<file path="src/rtl/mempool_cc_tcdm_shim.sv">
// Elastic shim between the Snitch data port and the TCDM interconnect:
// request FIFO, outstanding-credit limiter, response buffer and status.

module mempool_cc_tcdm_shim_fifo #(
    parameter int unsigned Width = 8,
    parameter int unsigned Depth = 2
) (
    input  logic             clk_i,
    input  logic             rst_ni,
    input  logic [Width-1:0] push_data,
    input  logic             push_valid,
    output logic             push_ready,
    output logic [Width-1:0] pop_data,
    output logic             pop_valid,
    input  logic             pop_ready
);
    localparam int unsigned IdxWidth = (Depth > 1) ? $clog2(Depth) : 1;

    logic [IdxWidth-1:0] wr_idx_q, rd_idx_q;
    logic                wr_wrap_q, rd_wrap_q;
    logic [Width-1:0]    mem_q [Depth];
    logic                same_idx, empty, full, push, pop;

    // Equal indices mean empty when wrap bits agree and full when they differ.
    assign same_idx   = (wr_idx_q == rd_idx_q);
    assign empty      = same_idx && (wr_wrap_q == rd_wrap_q);
    assign full       = same_idx && (wr_wrap_q != rd_wrap_q);
    assign push_ready = !full;
    assign pop_valid  = !empty;
    assign pop_data   = mem_q[rd_idx_q];
    assign push       = push_valid && !full;
    assign pop        = pop_ready && !empty;

    always_ff @(posedge clk_i or negedge rst_ni) begin
        if (!rst_ni) begin
            wr_idx_q  <= '0;
            wr_wrap_q <= 1'b0;
            rd_idx_q  <= '0;
            rd_wrap_q <= 1'b0;
        end else begin
            if (push) begin
                if (wr_idx_q == IdxWidth'(Depth - 1)) begin
                    wr_idx_q  <= '0;
                    wr_wrap_q <= !wr_wrap_q;
                end else begin
                    wr_idx_q <= wr_idx_q + IdxWidth'(1);
                end
            end
            if (pop) begin
                if (rd_idx_q == IdxWidth'(Depth - 1)) begin
                    rd_idx_q  <= '0;
                    rd_wrap_q <= !rd_wrap_q;
                end else begin
                    rd_idx_q <= rd_idx_q + IdxWidth'(1);
                end
            end
        end
    end

    always_ff @(posedge clk_i) begin
        if (push) begin
            mem_q[wr_idx_q] <= push_data;
        end
    end
endmodule

module mempool_cc_tcdm_shim #(
    parameter int unsigned AddrWidth      = 32,
    parameter int unsigned DataWidth      = 32,
    parameter int unsigned IdWidth        = 5,
    parameter int unsigned ReqDepth       = 2,
    parameter int unsigned MaxOutstanding = 4,
    parameter int unsigned RegisterResp   = 1,
    parameter int unsigned ErrCntWidth    = 8,
    localparam int unsigned StrbWidth     = DataWidth / 8,
    localparam int unsigned OutWidth      = $clog2(MaxOutstanding + 1)
) (
    input  logic                   clk_i,
    input  logic                   rst_ni,
    input  logic [AddrWidth-1:0]   core_qaddr_i,
    input  logic                   core_qwrite_i,
    input  logic [3:0]             core_qamo_i,
    input  logic [DataWidth-1:0]   core_qdata_i,
    input  logic [StrbWidth-1:0]   core_qstrb_i,
    input  logic [IdWidth-1:0]     core_qid_i,
    input  logic                   core_qvalid_i,
    output logic                   core_qready_o,
    output logic [DataWidth-1:0]   core_pdata_o,
    output logic                   core_perror_o,
    output logic [IdWidth-1:0]     core_pid_o,
    output logic                   core_pvalid_o,
    input  logic                   core_pready_i,
    output logic [AddrWidth-1:0]   tcdm_qaddr_o,
    output logic                   tcdm_qwrite_o,
    output logic [3:0]             tcdm_qamo_o,
    output logic [DataWidth-1:0]   tcdm_qdata_o,
    output logic [StrbWidth-1:0]   tcdm_qstrb_o,
    output logic [IdWidth-1:0]     tcdm_qid_o,
    output logic                   tcdm_qvalid_o,
    input  logic                   tcdm_qready_i,
    input  logic [DataWidth-1:0]   tcdm_pdata_i,
    input  logic                   tcdm_perror_i,
    input  logic [IdWidth-1:0]     tcdm_pid_i,
    input  logic                   tcdm_pvalid_i,
    output logic                   tcdm_pready_o,
    output logic [OutWidth-1:0]    outstanding_o,
    output logic                   idle_o,
    output logic [ErrCntWidth-1:0] err_cnt_o
);
    localparam int unsigned ReqWidth  = AddrWidth + 1 + 4 + DataWidth + StrbWidth + IdWidth;
    localparam int unsigned RespWidth = DataWidth + 1 + IdWidth;

    logic [ReqWidth-1:0]    req_in, req_out;
    logic [RespWidth-1:0]   resp_in, resp_out;
    logic                   req_valid, req_empty, credit_ok, q_fire, p_fire;
    logic [OutWidth-1:0]    outstanding_q;
    logic [ErrCntWidth-1:0] err_cnt_q;

    assign req_in  = {core_qaddr_i, core_qwrite_i, core_qamo_i, core_qdata_i, core_qstrb_i, core_qid_i};
    assign {tcdm_qaddr_o, tcdm_qwrite_o, tcdm_qamo_o, tcdm_qdata_o, tcdm_qstrb_o, tcdm_qid_o} = req_out;
    assign resp_in = {tcdm_pdata_i, tcdm_perror_i, tcdm_pid_i};
    assign {core_pdata_o, core_perror_o, core_pid_o} = resp_out;

    assign credit_ok     = (outstanding_q < OutWidth'(MaxOutstanding));
    assign tcdm_qvalid_o = req_valid && credit_ok;

    if (ReqDepth == 0) begin : g_req_pass
        assign req_out       = req_in;
        assign req_valid     = core_qvalid_i;
        assign core_qready_o = tcdm_qready_i && credit_ok;
        assign req_empty     = 1'b1;
    end else begin : g_req_fifo
        mempool_cc_tcdm_shim_fifo #(
            .Width (ReqWidth),
            .Depth (ReqDepth)
        ) i_req_fifo (
            .clk_i      (clk_i),
            .rst_ni     (rst_ni),
            .push_data  (req_in),
            .push_valid (core_qvalid_i),
            .push_ready (core_qready_o),
            .pop_data   (req_out),
            .pop_valid  (req_valid),
            .pop_ready  (tcdm_qready_i && credit_ok)
        );
        assign req_empty = !req_valid;
    end

    if (RegisterResp == 0) begin : g_resp_pass
        assign resp_out      = resp_in;
        assign core_pvalid_o = tcdm_pvalid_i;
        assign tcdm_pready_o = core_pready_i;
    end else begin : g_resp_fifo
        mempool_cc_tcdm_shim_fifo #(
            .Width (RespWidth),
            .Depth (MaxOutstanding)
        ) i_resp_fifo (
            .clk_i      (clk_i),
            .rst_ni     (rst_ni),
            .push_data  (resp_in),
            .push_valid (tcdm_pvalid_i),
            .push_ready (tcdm_pready_o),
            .pop_data   (resp_out),
            .pop_valid  (core_pvalid_o),
            .pop_ready  (core_pready_i)
        );

        // The credit limit guarantees a free slot for every response in flight.
        resp_overflow_a: assert property (@(posedge clk_i) disable iff (!rst_ni)
            !(tcdm_pvalid_i && !tcdm_pready_o));
    end

    assign q_fire = tcdm_qvalid_o && tcdm_qready_i;
    assign p_fire = core_pvalid_o && core_pready_i;

    // A credit is held from issue until the response has left toward the core.
    always_ff @(posedge clk_i or negedge rst_ni) begin
        if (!rst_ni) begin
            outstanding_q <= '0;
        end else if (q_fire && !p_fire) begin
            outstanding_q <= outstanding_q + OutWidth'(1);
        end else if (!q_fire && p_fire && (outstanding_q != '0)) begin
            outstanding_q <= outstanding_q - OutWidth'(1);
        end
    end

    always_ff @(posedge clk_i or negedge rst_ni) begin
        if (!rst_ni) begin
            err_cnt_q <= '0;
        end else if (p_fire && core_perror_o && (err_cnt_q != '1)) begin
            err_cnt_q <= err_cnt_q + ErrCntWidth'(1);
        end
    end

    assign outstanding_o = outstanding_q;
    assign err_cnt_o     = err_cnt_q;
    assign idle_o        = req_empty && (outstanding_q == '0);
endmodule

</file>
<file path="config.mk">
export PLATFORM = sky130hd
export DESIGN_NAME = mempool_cc_tcdm_shim
export DESIGN_NICKNAME = d
export VERILOG_FILES = /design/src/rtl/mempool_cc_tcdm_shim.sv
export SDC_FILE = /design/constraint.sdc
export NUM_CORES = 1
export LEC_CHECK = 0
export BUFFER_PORTS_ARGS = -buffer_cell sky130_fd_sc_hd__buf_4
export CELL_PAD_IN_SITES_DETAIL_PLACEMENT = 1
export CELL_PAD_IN_SITES_GLOBAL_PLACEMENT = 2
export CORE_MARGIN = 2
export CORE_UTILIZATION = 41
export CTS_CLUSTER_SIZE = 16
export DETAILED_ROUTE_END_ITERATION = 6
export PLACE_DENSITY_LB_ADDON = 0.1
export SLEW_MARGIN = 25
export SYNTH_ARGS = -nofsm -noshare
export SYNTH_HDL_FRONTEND = slang
export SYNTH_SLANG_ARGS = --single-unit
</file>
<file path="constraint.sdc">
create_clock -name clk_i -period 6.14 [get_ports clk_i]
set_clock_uncertainty 0.05 [all_clocks]
set_input_delay 0.921 -clock clk_i [delete_from_list [all_inputs] [get_ports clk_i]]
set_output_delay 0.921 -clock clk_i [all_outputs]
set_load 0.01 [all_outputs]
</file>
==> summary by stage <==
CTS
CTS built an H-tree with a depth of 2. Clock-pin slew was measured on the worst setup and hold paths at 0.06 ns. After clock tree synthesis, the flow added hold-fix buffers numbering 0. TritonCTS built the clock tree. In this run the clock root is driven by a sky130_fd_sc_hd__clkbuf_16.

The clock net in this run drives a total of 329 sinks. The maximum root-to-sink buffer count is 3. At the later pin of the worst-skew pair, clock insertion delay measures 0.50 ns. The total of cells resized after clock tree synthesis is 0.

The post-CTS repair timing setup buffer count is 0. Buffers inserted during clock tree synthesis total 37.

Timing
Across all hold checks on the routed design, the worst slack comes to 0.2496 ns. Setup repair after global routing left no endpoint under its margin. The count of endpoints failing hold in the final timing report came to 0.

The setup TNS is 0 ns. The count of pins over their slew limit is 0. The number of setup violations in the final report is 0. Headroom to the max-slew limit came out at 45.13%. The actual transition at the worst max-transition pin is 0.8230 ns.

Derived from the worst setup path, the maximum achievable clock frequency is 281.3 MHz. Subtracting the final worst setup slack from the clock period gives 3.555 ns. In the finished design, the share of the clock period the worst path needs comes to 57.90%.

Yosys
Ranked by total cell area, the synthesized netlist is headed by sky130_fd_sc_hd__edfxtp_1 75%, sky130_fd_sc_hd__mux2_2 7.3%, sky130_fd_sc_hd__mux4_2 7.0%. The summed instance area of the synthesized netlist is 0.01227 mm^2. Counting distinct cell types in the post-synthesis netlist gives 35.

The library cell with the largest summed area after synthesis is sky130_fd_sc_hd__edfxtp_1. In this run the biggest area consumer among cell types represents 75.39% of the synthesized area. For this run, the number of Yosys warnings is 0. The async set-reset flop share out of synthesis is 6.383%. The number of nets in the synthesized netlist is 688.

The mean instance size in the synthesized netlist is 21.95 um^2. The synthesized design contains 329 register bits. The cell count after synthesis is 559. The number of flops mapped to enable cells by yosys is 308. The most instantiated flip-flop cell in the synthesis netlist is sky130_fd_sc_hd__edfxtp_1.

The share of the Yosys chip area taken by registers is 79.67%.

Power
Summed over all cells, the static leakage comes to 5.751 nW. Of the total power, the share spent switching nets is 29.47%. The portion of total power attributed to the clock network is 27.1%. IR analysis of the VDD net gives a maximum drop of 0.0002954 V. The power density relative to cell area is 525.7 mW/mm^2. The share of total power dissipated in sequential elements is 41.0%.

The internal power summed over all cells is 5.892 mW. Of the total power, combinational logic draws 32.0%. Summed over all nets, the switching power comes to 2.462 mW.

Die
The die is 177.0 um wide. Once the floorplan was initialized, standard cells occupied 41.50% of the core. For this design the top-level I/O count stands at 254. In this run the standard cell core region covers 0.02956 mm^2.

The die area is 0.03132 mm^2. The die is 177.0 um tall. The initialized floorplan defines 63 standard-cell rows.

Final layout
The relative area change from synthesis to final layout is 29.56%. After the flow finishes, the layout carries non-filler instances totaling 1253. Leaving out fill and tap cells, the most frequent cells in the layout are 308 x sky130_fd_sc_hd__edfxtp_1, 255 x sky130_fd_sc_hd__buf_4, 79 x sky130_fd_sc_hd__mux2_2, 38 x sky130_fd_sc_hd__mux4_2, 38 x sky130_fd_sc_hd__clkbuf_16. The final design instance area without fill is 0.01589 mm^2.

The share of post-route cells with drive strength above 1 is 51.04%. The number of nets at the end of the flow is 964. The library cell used most frequently in the layout, excluding fill and tap cells, is sky130_fd_sc_hd__edfxtp_1.

Critical path
The worst register-to-register path ends at outstanding_o[2]. The data required time at the worst endpoint is 5.17 ns. The largest single stage delay on the critical path is 0.65 ns. The maximum fanout along the worst path is 30. Setup slack on the worst reg-to-reg path comes out at 3.20 ns. Walking the worst path, the cells encountered are buf_4 > mux4_2 > buf_4. STA classifies the critical path endpoint as an output port. The launch instance of the worst register-to-register path is g_resp_fifo.i_resp_fifo.rd_idx_q[1]. The critical path is of the flip-flop to output port type. The most common cell type on the critical path is sky130_fd_sc_hd__buf_4. The worst-case reg-to-reg path depth is 8. The kind of start point of the critical path is a flip-flop.

STA puts the critical path data arrival time at 2.58 ns. The cell with the biggest individual delay on the critical path is sky130_fd_sc_hd__dfrtp_2.

Route
The routed wire length is 25.65 mm. After detailed routing, the number of vias per cell comes to 4.912. The post-detailed-route DRC marker count is 0.

After detailed routing, the average wire length per cell comes to 20.47 um. Before antenna repair, the detailed router went through 4 iterations. The detailed router finished its first iteration with 251 violations.

The number of vias in the routed layout is 6155. In this run the remaining antenna-violating nets after routing total 0.

Global routing
The initial antenna violation count was 1. The first global-routing pass estimated 38.86 mm of wire. The via count of the first global-routing pass is 6954.

The global-route congestion overflow total is 0. Entering global routing, the biggest net connects 81 pins. The all-layer global routing usage is 16.32%.

Place
The post-DP HPWL is 16.38 mm. The number of port buffers is 253. The placed instances occupy a cell area of 0.01462 mm^2. Counting tap cells, the placed design contains a total of 1186 instances. The last weighted congestion value of the routability-driven placer is 0.7091.

Hold path
The worst hold path belongs to the class primary input to asynchronous set/reset pin.

Run status
The flow ran to the end, and the final reports show no timing, DRC or antenna violations.

Flow run
Max-cap violations in this run came to 0.
[power groups by stage]
stage                     Combinational [mW]  Clock [mW]  Sequential, mW
after floorplan                         1.57           0            3.37
after global placement                  2.67           0            3.44
after detailed placement                2.73           0            3.48
after CTS                               2.75        2.32            3.44
after global routing                    2.89        2.40            3.49
final                                   2.67        2.26            3.42
[synth_stat cells (3+ instances only)]
library cell                 n
sky130_fd_sc_hd__a21oi_1     3
sky130_fd_sc_hd__and2_1      4
sky130_fd_sc_hd__and3_1      3
sky130_fd_sc_hd__buf_1       8
sky130_fd_sc_hd__buf_2       7
sky130_fd_sc_hd__buf_4       3
sky130_fd_sc_hd__dfrtp_1    21
sky130_fd_sc_hd__edfxtp_1  308
sky130_fd_sc_hd__ha_1        6
sky130_fd_sc_hd__mux2_2     79
sky130_fd_sc_hd__mux4_2     38
sky130_fd_sc_hd__nand2_1    14
sky130_fd_sc_hd__nand3_1     5
sky130_fd_sc_hd__nand4_1     4
sky130_fd_sc_hd__nor2_1      7
sky130_fd_sc_hd__nor3_1      3
sky130_fd_sc_hd__o21ai_0     4
sky130_fd_sc_hd__or3_1       3
sky130_fd_sc_hd__xnor2_1    12
sky130_fd_sc_hd__xor2_1      6
[stage by stage]
step	util [%]	power, mW	setup slack [ns]
after floorplan	-	4.946	1.325
after global placement	49.44	6.111	2.941
after detailed placement	49.46	6.212	2.857
after CTS	53.73	8.506	2.506
after global routing	53.77	8.788	2.389
final	53.77	8.355	2.585
[cell families after synthesis]
kind of cell	count (synthesis)	share of synthesized area, %
XOR/XNOR	20	1.550
multiplexers	118	14.31
adder cells (fa/ha/maj)	7	0.7751
buffers and inverters	22	0.8363
AO/OA/AOI/OAI	15	0.9179
flip-flops	329	79.67
AND/OR/NAND/NOR	48	1.938
[metal layers]
metal,GRT usage [%],up-vias,share of wire [%]
li1,-,2806,-
met1,18.84,3122,38
met2,28.63,180,53
met3,5.004,47,6.9
met4,5.888,0,2.7
met5,0,-,0
[final cells by class]
type / count / area, um^2
fillers: 2689 / 13670
flip-flops and latches: 329 / 9783
repair buffers: 257 / 1937
well taps: 390 / 488.0
clock buffers: 50 / 1026
diodes: 1 / 2.502
inverters: 2 / 7.507
multi-input cells: 208 / 2414
clock inverters: 16 / 236.5
[flip-flops by register name (all words and copies together), names as in the netlist]
signal,cells
g_req_fifo.i_req_fifo.mem_q,156
g_resp_fifo.i_resp_fifo.mem_q,152
err_cnt_o,8
outstanding_o,3
g_resp_fifo.i_resp_fifo.rd_idx_q,2
g_resp_fifo.i_resp_fifo.wr_idx_q,2
g_req_fifo.i_req_fifo.rd_idx_q,1
g_req_fifo.i_req_fifo.rd_wrap_q,1
g_req_fifo.i_req_fifo.wr_idx_q,1
g_req_fifo.i_req_fifo.wr_wrap_q,1
g_resp_fifo.i_resp_fifo.rd_wrap_q,1
g_resp_fifo.i_resp_fifo.wr_wrap_q,1
[critical path: cells and delay by family (launching register included)]
family	cells	cell delay (ns)
buffers and inverters	2	0.79
DFF	1	0.65
muxes	1	0.62
[worst max path at each step]
stage | to | from | cells past startpoint | slack, ns
6_report | core_pdata_o[29] | g_resp_fifo.i_resp_fifo.rd_idx_q[0] | 3 | 2.58
5_1_grt | core_pdata_o[28] | g_resp_fifo.i_resp_fifo.rd_idx_q[0] | 3 | 2.39
4_1_cts | core_pdata_o[29] | g_resp_fifo.i_resp_fifo.rd_idx_q[0] | 3 | 2.51
3_5_place_dp | outstanding_o[2] | g_resp_fifo.i_resp_fifo.rd_idx_q[1] | 8 | 2.86
3_3_place_gp | outstanding_o[2] | g_resp_fifo.i_resp_fifo.rd_idx_q[1] | 8 | 2.94
2_1_floorplan | g_req_fifo.i_req_fifo.mem_q[0][0] | core_qvalid_i | 2 | 1.32
No activity file was read; power rests on OpenSTA's default activity.
